File: config.mk
export PLATFORM = sky130hd
export DESIGN_NAME = reg_scoreboard_flat
export DESIGN_NICKNAME = d
export VERILOG_FILES = /design/src/rtl/reg_scoreboard_if.sv /design/src/rtl/reg_scoreboard.sv /design/src/flat_wrapper.sv
export SDC_FILE = /design/constraint.sdc
export NUM_CORES = 1
export LEC_CHECK = 0
export ABC_AREA = 1
export BUFFER_PORTS_ARGS = -buffer_cell sky130_fd_sc_hd__buf_2
export CORE_MARGIN = 2
export CORE_UTILIZATION = 60
export DETAILED_ROUTE_END_ITERATION = 10
export PLACE_DENSITY = 0.78
export REMOVE_ABC_BUFFERS = 1
export SETUP_SLACK_MARGIN = 0.1
export SYNTH_ARGS = -nofsm -noshare
export SYNTH_HDL_FRONTEND = slang
export SYNTH_SLANG_ARGS = --single-unit
File: constraint.sdc
create_clock -name clk -period 3.2 [get_ports clk]
set_clock_uncertainty 0.1 [all_clocks]
set_input_delay 0.32 -clock clk [delete_from_list [all_inputs] [get_ports clk]]
set_output_delay 0.32 -clock clk [all_outputs]
set_load 0.01 [all_outputs]
File: src/rtl/reg_scoreboard_if.sv
// rtl/reg_scoreboard_if.sv - decode/writeback bundle for the register-hazard scoreboard
interface reg_scoreboard_if;
  logic [4:0]  r0num_i;
  logic        r0valid_i;
  logic [4:0]  r1num_i;
  logic        r1valid_i;
  logic [4:0]  rdnum_i;
  logic        rdreserve_i;
  logic [4:0]  wbnum_i;
  logic        wbrelease_i;
  logic        flush_i;
  logic        rsreserved_o;
  logic [31:0] busy_mask_o;
  logic        underflow_o;

  // pipeline control side
  modport master (
    output r0num_i, r0valid_i, r1num_i, r1valid_i,
    output rdnum_i, rdreserve_i, wbnum_i, wbrelease_i, flush_i,
    input  rsreserved_o, busy_mask_o, underflow_o
  );

  // scoreboard side
  modport slave (
    input  r0num_i, r0valid_i, r1num_i, r1valid_i,
    input  rdnum_i, rdreserve_i, wbnum_i, wbrelease_i, flush_i,
    output rsreserved_o, busy_mask_o, underflow_o
  );
endinterface

File: src/rtl/reg_scoreboard.sv
// rtl/reg_scoreboard.sv - per-register outstanding-write scoreboard driving the decode stall (optional WB_BYPASS_EN)
module reg_scoreboard #(
  parameter int CNT_W = 2
) (
  input logic             clk,
  input logic             rst,
  reg_scoreboard_if.slave sb
);

  localparam logic [CNT_W-1:0] CNT_MAX = '1;
  localparam logic [CNT_W-1:0] CNT_ONE = CNT_W'(1);

  logic [CNT_W-1:0] cnt_q [32];
  logic [CNT_W-1:0] cnt_d [32];
  logic [31:0]      busy_mask_q, busy_mask_d;
  logic             underflow_q, underflow_d;
  logic [31:0]      res_vec, rel_vec;
  logic             h0, h1, hs;

  // one-hot reserve/release selects; x0 never participates
  always_comb begin
    res_vec = '0;
    rel_vec = '0;
    if (sb.rdreserve_i) res_vec = 32'd1 << sb.rdnum_i;
    if (sb.wbrelease_i) rel_vec = 32'd1 << sb.wbnum_i;
    res_vec[0] = 1'b0;
    rel_vec[0] = 1'b0;
  end

  // next-state counters; a same-cycle reserve+release cancels, flush wins over both
  always_comb begin
    underflow_d = underflow_q;
    busy_mask_d = '0;
    for (int n = 0; n < 32; n++) begin
      cnt_d[n] = cnt_q[n];
      if (sb.flush_i) begin
        cnt_d[n] = '0;
      end else if (res_vec[n] && !rel_vec[n]) begin
        // reserving at max is blocked by the stall; hold if it happens anyway
        if (cnt_q[n] != CNT_MAX) cnt_d[n] = cnt_q[n] + CNT_ONE;
      end else if (rel_vec[n] && !res_vec[n]) begin
        if (cnt_q[n] == '0) underflow_d = 1'b1;
        else                cnt_d[n] = cnt_q[n] - CNT_ONE;
      end
    end
    cnt_d[0] = '0;
    for (int n = 1; n < 32; n++) busy_mask_d[n] = (cnt_d[n] != '0);
  end

  // hazard from registered counts; rdreserve_i is deliberately not an input here
  always_comb begin
    h0 = sb.r0valid_i && (sb.r0num_i != 5'd0) && (cnt_q[sb.r0num_i] != '0);
    h1 = sb.r1valid_i && (sb.r1num_i != 5'd0) && (cnt_q[sb.r1num_i] != '0);
    hs = (sb.rdnum_i != 5'd0) && (cnt_q[sb.rdnum_i] == CNT_MAX);
`ifdef WB_BYPASS_EN
    // last outstanding write retires this cycle; regfile write-through supplies the value
    if (rel_vec[sb.r0num_i] && (cnt_q[sb.r0num_i] == CNT_ONE)) h0 = 1'b0;
    if (rel_vec[sb.r1num_i] && (cnt_q[sb.r1num_i] == CNT_ONE)) h1 = 1'b0;
`endif
  end

  assign sb.rsreserved_o = h0 | h1 | hs;
  assign sb.busy_mask_o  = busy_mask_q;
  assign sb.underflow_o  = underflow_q;

  // state registers; underflow is sticky until reset
  always_ff @(posedge clk or posedge rst) begin
    if (rst) begin
      for (int n = 0; n < 32; n++) cnt_q[n] <= '0;
      busy_mask_q <= '0;
      underflow_q <= 1'b0;
    end else begin
      for (int n = 0; n < 32; n++) cnt_q[n] <= cnt_d[n];
      busy_mask_q <= busy_mask_d;
      underflow_q <= underflow_d;
    end
  end

endmodule

File: src/flat_wrapper.sv
// flat-port wrapper written by rule: the top's interface ports become plain ports
module reg_scoreboard_flat 
#(
  parameter int CNT_W = 2
)
  (clk, rst, sb_r0num_i, sb_r0valid_i, sb_r1num_i, sb_r1valid_i, sb_rdnum_i, sb_rdreserve_i, sb_wbnum_i, sb_wbrelease_i, sb_flush_i, sb_rsreserved_o, sb_busy_mask_o, sb_underflow_o);
  reg_scoreboard_if sb_i ();
  input logic clk;
  input logic rst;
  input wire logic [$bits(sb_i.r0num_i)-1:0] sb_r0num_i;
  input wire logic [$bits(sb_i.r0valid_i)-1:0] sb_r0valid_i;
  input wire logic [$bits(sb_i.r1num_i)-1:0] sb_r1num_i;
  input wire logic [$bits(sb_i.r1valid_i)-1:0] sb_r1valid_i;
  input wire logic [$bits(sb_i.rdnum_i)-1:0] sb_rdnum_i;
  input wire logic [$bits(sb_i.rdreserve_i)-1:0] sb_rdreserve_i;
  input wire logic [$bits(sb_i.wbnum_i)-1:0] sb_wbnum_i;
  input wire logic [$bits(sb_i.wbrelease_i)-1:0] sb_wbrelease_i;
  input wire logic [$bits(sb_i.flush_i)-1:0] sb_flush_i;
  output wire logic [$bits(sb_i.rsreserved_o)-1:0] sb_rsreserved_o;
  output wire logic [$bits(sb_i.busy_mask_o)-1:0] sb_busy_mask_o;
  output wire logic [$bits(sb_i.underflow_o)-1:0] sb_underflow_o;
  assign sb_i.r0num_i = sb_r0num_i;
  assign sb_i.r0valid_i = sb_r0valid_i;
  assign sb_i.r1num_i = sb_r1num_i;
  assign sb_i.r1valid_i = sb_r1valid_i;
  assign sb_i.rdnum_i = sb_rdnum_i;
  assign sb_i.rdreserve_i = sb_rdreserve_i;
  assign sb_i.wbnum_i = sb_wbnum_i;
  assign sb_i.wbrelease_i = sb_wbrelease_i;
  assign sb_i.flush_i = sb_flush_i;
  assign sb_rsreserved_o = sb_i.rsreserved_o;
  assign sb_busy_mask_o = sb_i.busy_mask_o;
  assign sb_underflow_o = sb_i.underflow_o;
  reg_scoreboard #(.CNT_W(CNT_W)) u_core (.clk(clk), .rst(rst), .sb(sb_i));
endmodule
== Word level (Yosys, flattened, before mapping) ==
Index checks and enable logic that the tools add are counted.

* Add/subtract/negate cells: 62
* Magnitude comparators: 3
* Equality and inequality tests: 32
* Shift-type cells: 2
* Multiplexer cells: 290
* Bitwise logic cells: 5
* Reductions and logical operators: 196

{| class="wikitable"
|+ Operators by type and width
! operator !! number
|-
| 2-bit 2-to-1 mux || 161
|-
| 1-bit 2-to-1 mux || 124
|-
| 1-bit logical AND || 67
|-
| 2-bit nonzero test || 33
|-
| 32-bit 2-to-1 mux || 2
|-
| 1-bit by 5-bit left shift with 32-bit output (first input constant) || 2
|-
| 2-bit by 1-bit adder with 2-bit output (second input constant) || 31
|-
| 1-bit logical NOT || 62
|-
| 2-bit logical NOT || 31
|-
| 2-bit != test (second input constant) || 31
|-
| 2-bit by 1-bit subtractor with 2-bit output (second input constant) || 31
|-
| 2-bit binary-select mux with 5-bit select || 3
|-
| 6-bit greater-or-equal comparator (second input constant) || 3
|-
| 5-bit NOT with 6-bit output || 3
|-
| 5-bit nonzero test || 3
|-
| 2-bit equality test (second input constant) || 1
|-
| 1-bit bitwise OR || 2
|}

* Flip-flop bits (word level): 94
* Output and inout port bits: 34
* Word-level logic and storage cells: 623

== Depth between registers and ports, before layout ==
Gate-level depths: netlist of the first run.

* Depth in word-level cells: 127
* Depth in mapped cells: 12
* Gate-level depth less buffers: 12

== Worst setup path after synthesis of the first run ==
OpenSTA, ideal clock, no wires.

* Path kind: input -> output
* Start point: input sb_r0num_i[0]
* End point: output sb_rsreserved_o
* Arrival time: 1.440 ns
* Data required time: 2.780 ns
* Slack: 1.340 ns
* Stages: 10
* Path through: clkbuf_1 inv_1 clkbuf_1 o21ai_0 nand2_1 a21oi_1 a21oi_1 nand2_1 nand3_1 nand3_1

* Cells in the longest elaborated chain, start to end: 8

{| class="wikitable"
|+ Ends and longest elaborated chain
! item !! RTL line !! source
|-
| start, declared || flat_wrapper.sv:10 || <nowiki>input wire logic [$bits(sb_i.r0num_i)-1:0] sb_r0num_i;</nowiki>
|-
| 5-bit NOT with 6-bit output (not written as such) || reg_scoreboard.sv:52 || <nowiki>h0 = sb.r0valid_i && (sb.r0num_i != 5'd0) && (cnt_q[sb.r0num_i] != '0);</nowiki>
|-
| 2-bit binary-select mux with 5-bit select || reg_scoreboard.sv:52 ||
|-
| 2-bit 2-to-1 mux (not written as such) (2 in series) || reg_scoreboard.sv:52 ||
|-
| 2-bit nonzero test || reg_scoreboard.sv:52 ||
|-
| 1-bit logical AND * || reg_scoreboard.sv:52 ||
|-
| 1-bit bitwise OR * (2 in series) || reg_scoreboard.sv:62 || <nowiki>assign sb.rsreserved_o = h0 | h1 | hs;</nowiki>
|-
| end, declared || flat_wrapper.sv:19 || <nowiki>output wire logic [$bits(sb_i.rsreserved_o)-1:0] sb_rsreserved_o;</nowiki>
|}

Every way passes the cells marked *; elsewhere a longest branch is shown, timed or not. The select of a mux whose other input is x is not followed.

== Worst setup path in the final report of the first run ==
* Start point: input sb_rdnum_i[1]
* End point: output sb_rsreserved_o

* Cells in the longest elaborated chain, start to end: 7

{| class="wikitable"
|+ Ends and longest elaborated chain
! item !! RTL line !! source
|-
| start, declared || flat_wrapper.sv:14 || <nowiki>input wire logic [$bits(sb_i.rdnum_i)-1:0] sb_rdnum_i;</nowiki>
|-
| 5-bit NOT with 6-bit output (not written as such) || reg_scoreboard.sv:54 || <nowiki>hs = (sb.rdnum_i != 5'd0) && (cnt_q[sb.rdnum_i] == CNT_MAX);</nowiki>
|-
| 2-bit binary-select mux with 5-bit select || reg_scoreboard.sv:54 ||
|-
| 2-bit 2-to-1 mux (not written as such) (2 in series) || reg_scoreboard.sv:54 ||
|-
| 2-bit equality test || reg_scoreboard.sv:54 ||
|-
| 1-bit logical AND * || reg_scoreboard.sv:54 ||
|-
| 1-bit bitwise OR * || reg_scoreboard.sv:62 ||
|}

Marks and branches as above.

==> qor.yml, run 1 <==
outcome:
  status: "finished, final reports clean"
setup_path:
  end_kind: "output pin"
  r2r_slack_ps: 1570
  start_kind: "input port"
  critical_path.max_fanout: 13
  critPathArrivalTime_ps: 2200
  required_ps: 2780
  crit_type: "in -> out"
grt:
  grt_pass1_wl_um: 30800
  antenna_found_initial: 0
  grt_pass1_vias: 6211
  grt_overflow: 0
  grt_max_degree: 49
  grt_usage_pct: 35.1
detailed_routing:
  viasPerCell: 5.83
  wire_per_inst_um: 16.5
  routed_wirelength_um: 19300
  dr_total_vias: 6840
  drtAntennaViolNets: 0
  firstDrtPassIters: 7
  drt_iter0_drc: 690
  drc: 0
layout:
  final_common_cell: "nand2_1"
  final_cell_mix: "nand2_1, nor2_1, nand3_1"
  fill_cells: 960
  fin_nets: 1060
  synthToLayoutAreaGrowth_pct: 9.78
  design_area_um2: 6970
  ff_latch_area_um2: 2350
  multi_input_area_um2: 3400
  diodes: 0
  drive_gt1_share_pct: 8.77
worst_hold_path:
  hold_class: "in -> reg"
floorplanning:
  die_w_um: 107
  core_area_um2: 10300
  io_pins: 61
  start_util_pct: 61.7
  die_area_um2: 11400
  fp.dieH_um: 107
  row_count: 37
placed_design:
  io_buffers: 59
  detailed_place.area_um2: 6750
  post-dp-hpwl_um: 14600
  gp_congestion: 1.10
timing:
  fin_crit_sh_pct: 81.9
  max_freq_mhz: 382
  worst_slew_pin_slew_ps: 874
  relSlewSlack_pct: 41.7
  setup_viol: 0
  min_period_ps: 2620
  drv_slew: 0
  finalHoldViolCount: 0
  rsz0062_at_grt: "no"
  finalSetupTns_ps: 0
clock_network:
  cts.clk_slew.worst_paths_ps: 80
  clock_tree.htree_level_count: 3
  clk_latency_ps: 380
  clock_path_buffers: 2
  root_buffer: "clkbuf_8"
  cts_tree: "yes"
  cts_buffers: 9
  cts_num_sinks: 94
  cts_resized: 0
synth:
  yosysTopAreaCell: "dfrtp_1"
  ys_ff_latch: 94
  syn_inst: 981
  synth_top_area_share_pct: 37.1
  synth-xor-area-share_pct: 0
  synth_area_um2: 6340
  synthMuxAreaShare_pct: 0
  ys_warn_count: 0
  synth_top_family_by_area: "simple AND/OR/NAND/NOR gates"
  synthSimpleGateAreaFrac_pct: 39.0
  synth.distinct_cells: 32
  synthTopCellsByArea: "dfrtp_1, nand2_1, nand3_1, nor2_1, inv_1"
  synth_compound_area_share_pct: 14.6
  synthAdderAreaFrac_pct: 0
  synth-seq-area-share_pct: 37.1
  synth.avg_cell_area_um2: 6.47
pwr:
  p_per_area_nw_per_um2: 331
  p_leak_nw: 3.51
  peakVddDrop_mv: 0.319
job:
  maxCapViolations: 0
cells in the mapped netlist, drive strengths merged:
cell and count:
a211oi 1, a21boi 1, a21oi 55, a22oi 7, a31oi 3, and2 3
buf 10, clkbuf 13, clkinv 2, conb 1, dfrtp 94, inv 128
nand2 205, nand3 130, nand3b 3, nand4 21, nor2 153, nor3 21
nor4 3, o211ai 10, o21ai 83, o21bai 1, o22ai 1, o31ai 8
or2 24
registers in the layout, summed over array words and instances, names as in the netlist:
signal	flops
u_core.cnt_q	62
u_core.sb.underflow_o	1
u_core.sb.busy_mask_o	31
worst max-delay path, cell delays in order:
cell	delay, ps
buf_2	130
inv_1	110
nand2_1	230
inv_1	520
nand2_1	110
nand4_1	100
nand3_1	140
nand3_1	120
nand2_1	60
nand2_1	50
nand2_1	80
nand3_1	110
buf_2	140
report_power, final:
part / switching [mW] / internal, mW
registers: 0.00733 / 1.20
logic: 0.219 / 0.0730
clock network: 0.405 / 0.403
final cells by class:
type	instances	area share (%)
multi-input combinational	734	48.9
timing repair buffer	64	4.99
inverter	130	7.04
tap	136	2.44
clock inverter	3	0.611
sequential	94	33.8
clock buffer	13	2.28
metal layers:
layer,up-vias,share of wire [%],global-route usage [%]
li1,3326,-,-
met1,3047,42,47.2
met2,396,45,54.2
met3,71,9.0,6.93
met4,0,3.9,17.1
met5,-,0,0.952
per-stage QoR:
step           setup slack [ps]  total power, mW  std cells  hold WS [ps]  utilization, %
3_3_place_gp                625             1.51       1157           313            65.7
2_1_floorplan               331             1.38        958           283               -
5_1_grt                     484             2.39       1174           390            67.8
4_1_cts                     668             2.31       1174           369            67.8
6_report                    580             2.30       1174           377            67.8
3_5_place_dp                678             1.51       1157           321            65.7
worst paths after layout:
kind,startpoint,endpoint,cells after the start
min in group asynchronous,rst,u_core.sb.busy_mask_o[26],3
min reg2reg,u_core.cnt_q[61],u_core.cnt_q[61],2
max reg2reg,u_core.cnt_q[45],u_core.sb.underflow_o,11
max,sb_rdnum_i[1],sb_rsreserved_o,13
max in group asynchronous,rst,u_core.cnt_q[53],4
min,sb_flush_i,u_core.cnt_q[55],3
kinds of logic (layout without fill, tap and decap cells):
logic type | after synthesis | after routing
AO/OA/AOI/OAI | 170 | 170
buffers and inverters | 153 | 210
flip-flops | 94 | 94
other | 1 | 1
AND/OR/NAND/NOR | 563 | 563
what timing repair did:
item / CTS / global route
setup buffers: 0 / 0
hold endpoints to repair: 46 / 0
hold buffers: 1 / 0
Note: power is estimated with default switching activity, not from simulation.
==> inputs of run 2 (changes only) <==
==> constraint.sdc (replaced) <==
create_clock -name clk -period 2.6 [get_ports clk]
set_clock_uncertainty 0.1 [all_clocks]
set_input_delay 0.26 -clock clk [delete_from_list [all_inputs] [get_ports clk]]
set_output_delay 0.26 -clock clk [all_outputs]
set_load 0.01 [all_outputs]
==> run 2 against run 1 <==
Hold slack worse by 200 ps. Die area unchanged. Non-clock buffer count increased by 8. Highest routed layer unchanged. Clock-buffer cell count fell by 3. First-iteration DRC count is 10% lower. Cell count up 0.60%. Worst setup slack lost 360 ps. Largest cell class unchanged. Global-route usage is 1.3 points higher. Clock power up 23%. Critical path depth down 4. Sequential power increased by 23%.
==> qor.yml, run 2 (synthesis results as in run 1) <==
outcome:
  status: "finished, final reports clean"
layout:
  drive_gt1_share_pct: 9.95  # +1.2 points
  fin_cells: 1181  # +0.60%
  final_cell_mix: "nand2_1, nor2_1, nand3_1"
  largest_register: "u_core.cnt_q"
  diodes: 0  # unchanged
  largest_reg_flops: 62  # unchanged
  synthToLayoutAreaGrowth_pct: 11.0
  fin_nets: 1068  # +0.75%
  fill_cells: 971  # +1.1%
  final_common_cell: "nand2_1"
timing:
  fin_crit_sh_pct: 91.5
  timing.final.ws_setup_ps: 220  # -360 ps
  rsz0062_at_grt: "no"
  max_freq_mhz: 420
  min_period_ps: 2380
  finalHoldViolCount: 0  # unchanged
  finalSetupTns_ps: 0  # unchanged
  relSlewSlack_pct: 65.1  # +23 points
  drv_slew: 0  # unchanged
  worst_slew_pin_slew_ps: 523  # -351 ps
  setup_viol: 0  # unchanged
detailed_routing:
  viasPerCell: 5.77  # -0.94%
  routed_wirelength_um: 19600  # +1.4%
  met2_length_um: 8530  # -1.8%
  wire_per_inst_um: 16.6  # +0.81%
  top_layer_used: "met4"
  drc: 0  # unchanged
  wl_met1_um: 8600  # +5.5%
  wl_met3_um: 1610  # -7.7%
  drtAntennaViolNets: 0  # unchanged
  drt_iter0_drc: 618  # -10%
  dr_total_vias: 6816  # -0.35%
  firstDrtPassIters: 5  # -2
pwr:
  p_sw_mw: 0.808  # +28%
  peakVddDrop_mv: 0.449  # +41%
  p_sw_share_pct: 28.4  # +0.99 points
  p_leak_nw: 3.54  # +0.91%
  combPwrFrac_pct: 13.0  # +0.3 points
  p_clk_share_pct: 34.9  # -0.2 points
  intPower_mw: 2.04  # +22%
  p_per_area_nw_per_um2: 404  # +22%
  seqPwrFrac_pct: 52.1  # about the same
worst_hold_path:
  hold_class: "in -> reg"
grt:
  grt_pass1_vias: 6495  # +4.6%
  antenna_found_initial: 0  # unchanged
  grt_overflow: 0  # unchanged
  grt_max_degree: 53  # +8.2%
  grt_usage_pct: 36.3  # +1.3 points
  grt_pass1_wl_um: 32100  # +4.2%
floorplanning:
  core_area_um2: 10300  # unchanged
  die_area_um2: 11400  # unchanged
  start_util_pct: 61.7  # unchanged
  die_w_um: 107  # unchanged
  fp.dieH_um: 107  # unchanged
  row_count: 37  # unchanged
  io_pins: 61  # unchanged
placed_design:
  place_worst_setup_slack_ps: 257  # -421 ps
  post-dp-hpwl_um: 14800  # +1.7%
  io_buffers: 59  # unchanged
  post-place-cells: 1164  # +0.61%
  gp_congestion: 1.03  # -5.9%
clock_network:
  cts_num_sinks: 94  # unchanged
  cts.clk_slew.worst_paths_ps: 90  # about the same
  clock_path_buffers: 2  # unchanged
  clk_latency_ps: 390  # about the same
  cts_tree: "yes"
  clock_tree.htree_level_count: 3  # unchanged
  cts_buffers: 9  # unchanged
  root_buffer: "clkbuf_8"
setup_path:
  path_cells: "nor2_1, nor2_1, nor3_1, a21oi_1, a21oi_1, nand2_1, nand3_1, nand3_1, buf_2"
  critPathArrivalTime_ps: 2020  # -180 ps
  crit_buf_inv: 1  # -3
  max_stage_delay_ps: 460  # -60 ps
  crit_type: "reg -> out"
  path_delay_family: "simple AND/OR/NAND/NOR gates"
  end_kind: "output pin"
  critical_path.max_fanout: 6  # -7
  required_ps: 2240  # -540 ps
  start_kind: "flop"
  slowest_stage: "dfrtp_1"
job:
  maxCapViolations: 0  # unchanged
-- run 2: path summary, 6_finish.rpt --
check	endpoint	slack [ps]	cells after the start	start
min	u_core.cnt_q[55]	170	2	sb_flush_i
min in group asynchronous	u_core.sb.busy_mask_o[27]	370	3	rst
max	sb_rsreserved_o	220	9	u_core.cnt_q[53]
max reg2reg	u_core.sb.underflow_o	960	11	u_core.cnt_q[8]
max in group asynchronous	u_core.cnt_q[55]	1390	4	rst
min reg2reg	u_core.cnt_q[21]	470	2	u_core.cnt_q[21]
-- run 2: repair_timing --
item                       in CTS  in global routing
setup endpoints to repair       0                  1
hold endpoints to repair       42                  0
setup buffers                   0                  1
hold buffers                    1                  0
resized for setup               0                  5
-- run 2: cell type report --
cell class                      count  area (um^2)  share of cell area [%]
Clock buffer                       10          138                    1.95
Sequential cell                    94         2350                    33.4
Inverter                          130          494                    7.02
Timing Repair Buffer               72          420                    5.97
Multi-Input combinational cell    734         3410                    48.4
Tap cell                          136          170                    2.42
Clock inverter                      5         58.8                   0.835
-- run 2: per-stage QoR --
| stage | utilization (%) | hold WS, ps | cell area, um^2 | power, mW |
|---|---|---|---|---|
| 2_1_floorplan | - | 223 | 6240 | 1.70 |
| 3_3_place_gp | 66.2 | 234 | 6810 | 1.86 |
| 3_5_place_dp | 66.2 | 243 | 6810 | 1.86 |
| 4_1_cts | 68.2 | 164 | 7010 | 2.85 |
| 5_1_grt | 68.5 | 174 | 7040 | 2.96 |
| 6_report | 68.5 | 172 | 7040 | 2.84 |
-- run 2: metal layers --
layer / vias up / track usage (%)
met5: - / 0
met4: 0 / 17.8
met3: 66 / 7.84
met2: 360 / 55.3
met1: 3050 / 49.2
li1: 3340 / -
-- run 2: power groups by stage --
| stage | Combinational [mW] | Sequential, mW | Clock (mW) |
|---|---|---|---|
| 6_report | 0.369 | 1.48 | 0.994 |
| 3_3_place_gp | 0.350 | 1.51 | 0 |
| 3_5_place_dp | 0.353 | 1.51 | 0 |
| 2_1_floorplan | 0.187 | 1.51 | 0 |
| 4_1_cts | 0.354 | 1.48 | 1.02 |
| 5_1_grt | 0.405 | 1.48 | 1.07 |
==> inputs of run 3 (changes only) <==
--- a/config.mk
+++ b/config.mk
@@ -8,11 +8,12 @@
 export ABC_AREA = 1
 export BUFFER_PORTS_ARGS = -buffer_cell sky130_fd_sc_hd__buf_2
 export CORE_MARGIN = 2
-export CORE_UTILIZATION = 60
+export CORE_UTILIZATION = 35
 export DETAILED_ROUTE_END_ITERATION = 10
-export PLACE_DENSITY = 0.78
+export PLACE_DENSITY = 0.49
 export REMOVE_ABC_BUFFERS = 1
 export SETUP_SLACK_MARGIN = 0.1
+export SKIP_LAST_GASP = 1
 export SYNTH_ARGS = -nofsm -noshare
 export SYNTH_HDL_FRONTEND = slang
 export SYNTH_SLANG_ARGS = --single-unit
==> run 3 against run 2 <==
Wire length increased by 11%. Register-to-register slack barely moved. Critical path depth grew 5. Power grew 12%. Global-route usage is 14 points lower. First-iteration DRC count grew 3.7%. Clock power rose by 35%.
==> qor.yml, run 3 (synthesis results as in run 1) <==
clock_network:
  cts.clk_slew.worst_paths_ps: 60  # -30 ps
  cts_tree: "yes"
  cts_num_sinks: 94  # unchanged
  clk_latency_ps: 360  # -30 ps
  clock_tree.htree_level_count: 3  # unchanged
  root_buffer: "clkbuf_16"
  clock_path_buffers: 2  # unchanged
  cts_buffers: 9  # unchanged
setup_path:
  r2r_end: "u_core.sb.underflow_o"
  required_ps: 2240  # about the same
  r2r_slack_ps: 950  # about the same
  critPathArrivalTime_ps: 2010  # about the same
  reg2reg_from: "u_core.cnt_q[32]"
  crit_type: "in -> out"
  reg2reg_depth: 11  # unchanged
  start_kind: "input port"
  startpoint: "sb_rdnum_i[1]"
  end_kind: "output pin"
  critical_path.max_fanout: 7  # +1
grt:
  grt_pass1_wl_um: 34600  # +7.9%
  antenna_found_initial: 0  # unchanged
  grt_pass1_vias: 6390  # -1.6%
  grt_usage_pct: 22.8  # -14 points
  grt_overflow: 0  # unchanged
  grt_max_degree: 44  # -17%
timing:
  min_period_ps: 2370  # -12.2 ps
  finalHoldViolCount: 0  # unchanged
  fin_crit_sh_pct: 91.1  # -0.47 points
  worst_slew_pin_slew_ps: 585  # +61.7 ps
  whs_ps: 318  # +146 ps
  setup_viol: 0  # unchanged
  rsz0062_at_grt: "no"
  drv_slew: 0  # unchanged
  relSlewSlack_pct: 61.0  # -4.2 points
  max_freq_mhz: 422  # +0.52%
floorplanning:
  core_area_um2: 17900  # +74%
  row_count: 49  # +32%
  fp.dieH_um: 139  # +30%
  die_w_um: 139  # +30%
  io_pins: 61  # unchanged
  die_area_um2: 19200  # +68%
  start_util_pct: 35.4  # -26 points
layout:
  fin_nets: 1075  # +0.66%
  drive_gt1_share_pct: 10.4  # +0.49 points
  largest_register: "u_core.cnt_q"
  largest_reg_flops: 62  # unchanged
  final_common_cell: "nand2_1"
  final_cell_mix: "nand2_1, nor2_1, nand3_1"
  synthToLayoutAreaGrowth_pct: 15.0
outcome:
  status: "finished, final reports clean"
detailed_routing:
  viasPerCell: 5.26  # -8.9%
  routed_wirelength_um: 21800  # +11%
  drtAntennaViolNets: 0  # unchanged
  dr_total_vias: 6744  # -1.1%
  wire_per_inst_um: 17.0  # +2.2%
  firstDrtPassIters: 6  # +1
  drt_iter0_drc: 641  # +3.7%
  drc: 0  # unchanged
placed_design:
  io_buffers: 59  # unchanged
  post-dp-hpwl_um: 16900  # +14%
  gp_congestion: 0.926  # -11%
pwr:
  p_leak_nw: 3.62  # +2.1%
  total_power_mw: 3.20  # +12%
  peakVddDrop_mv: 0.314  # -30%
  p_per_area_nw_per_um2: 438  # +8.5%
worst_hold_path:
  hold_class: "in -> async"
job:
  maxCapViolations: 0  # unchanged
==> run 3: changes by cell type in the layout (fill, tap and decap cells not counted), sizes merged <==
cell	before	now
buf	71	78
clkbuf	10	11
diode	0	1
==> run 3: area by class of cell <==
type | instances | area, um^2
Clock buffer | 11 | 233
Tap cell | 229 | 287
Antenna cell | 1 | 2.50
Sequential cell | 94 | 2350
Fill cell | 1976 | 10600
Multi-Input combinational cell | 734 | 3410
Clock inverter | 5 | 58.8
Inverter | 130 | 494
Timing Repair Buffer | 79 | 460
==> run 3: worst max path at each step <==
| stage | to | cells after the start | slack (ps) |
|---|---|---|---|
| after floorplan | u_core.cnt_q[0] | 1 | -210 |
| after global placement | sb_rsreserved_o | 13 | 170 |
| after detailed placement | sb_rsreserved_o | 13 | 130 |
| after CTS | sb_rsreserved_o | 13 | 130 |
| after global routing | sb_rsreserved_o | 14 | 90 |
| final | sb_rsreserved_o | 14 | 230 |
==> run 3: where the power goes <==
| group | leakage [nW] | switching (mW) | internal, mW | total [mW] |
|---|---|---|---|---|
| clock | 0.136 | 0.588 | 0.748 | 1.34 |
| combinational | 2.17 | 0.275 | 0.102 | 0.377 |
| sequential | 1.31 | 0.00915 | 1.47 | 1.48 |
| total | 3.62 | 0.873 | 2.32 | 3.20 |
==> run 3: what timing repair did <==
action                                  CTS  global route
gates resized for setup                   0             4
endpoints found under the setup margin    0             1
hold buffers                              1             0
setup buffers                             0             2
endpoints found under the hold margin    23             0
==> run 3: routing by layer <==
layer	wire length [um]	GRT usage, %	part of all wire [%]	vias to the layer above
met5	0	0	0	-
met4	520	7.07	2.4	0
met1	10100	31.4	47	3141
li1	-	-	-	3353
met3	1250	4.11	5.7	38
met2	9860	36.5	45	212
==> run 3: metrics by stage <==
step	instances	util (%)	setup WS [ps]	instance area, um^2	TNS [ps]
floorplan	958	-	-209	6240	-19610
finish	1283	40.8	232	7300	0
CTS	1280	40.6	128	7270	0
detailed placement	1263	38.9	130	6970	0
global route	1282	40.8	91.0	7300	0
global placement	1263	38.9	174	6970	0
==> run 3: critical path, stage by stage <==
cell and delay (ps):
buf_2 130, inv_1 90, nand2_1 270, clkinvlp_4 160
buf_4 190, a22oi_1 200, nand2_1 90, nand3_1 70
nand3_1 60, nand2_1 70, nand2_1 40, nand2_1 90
nand3_1 120, buf_2 160
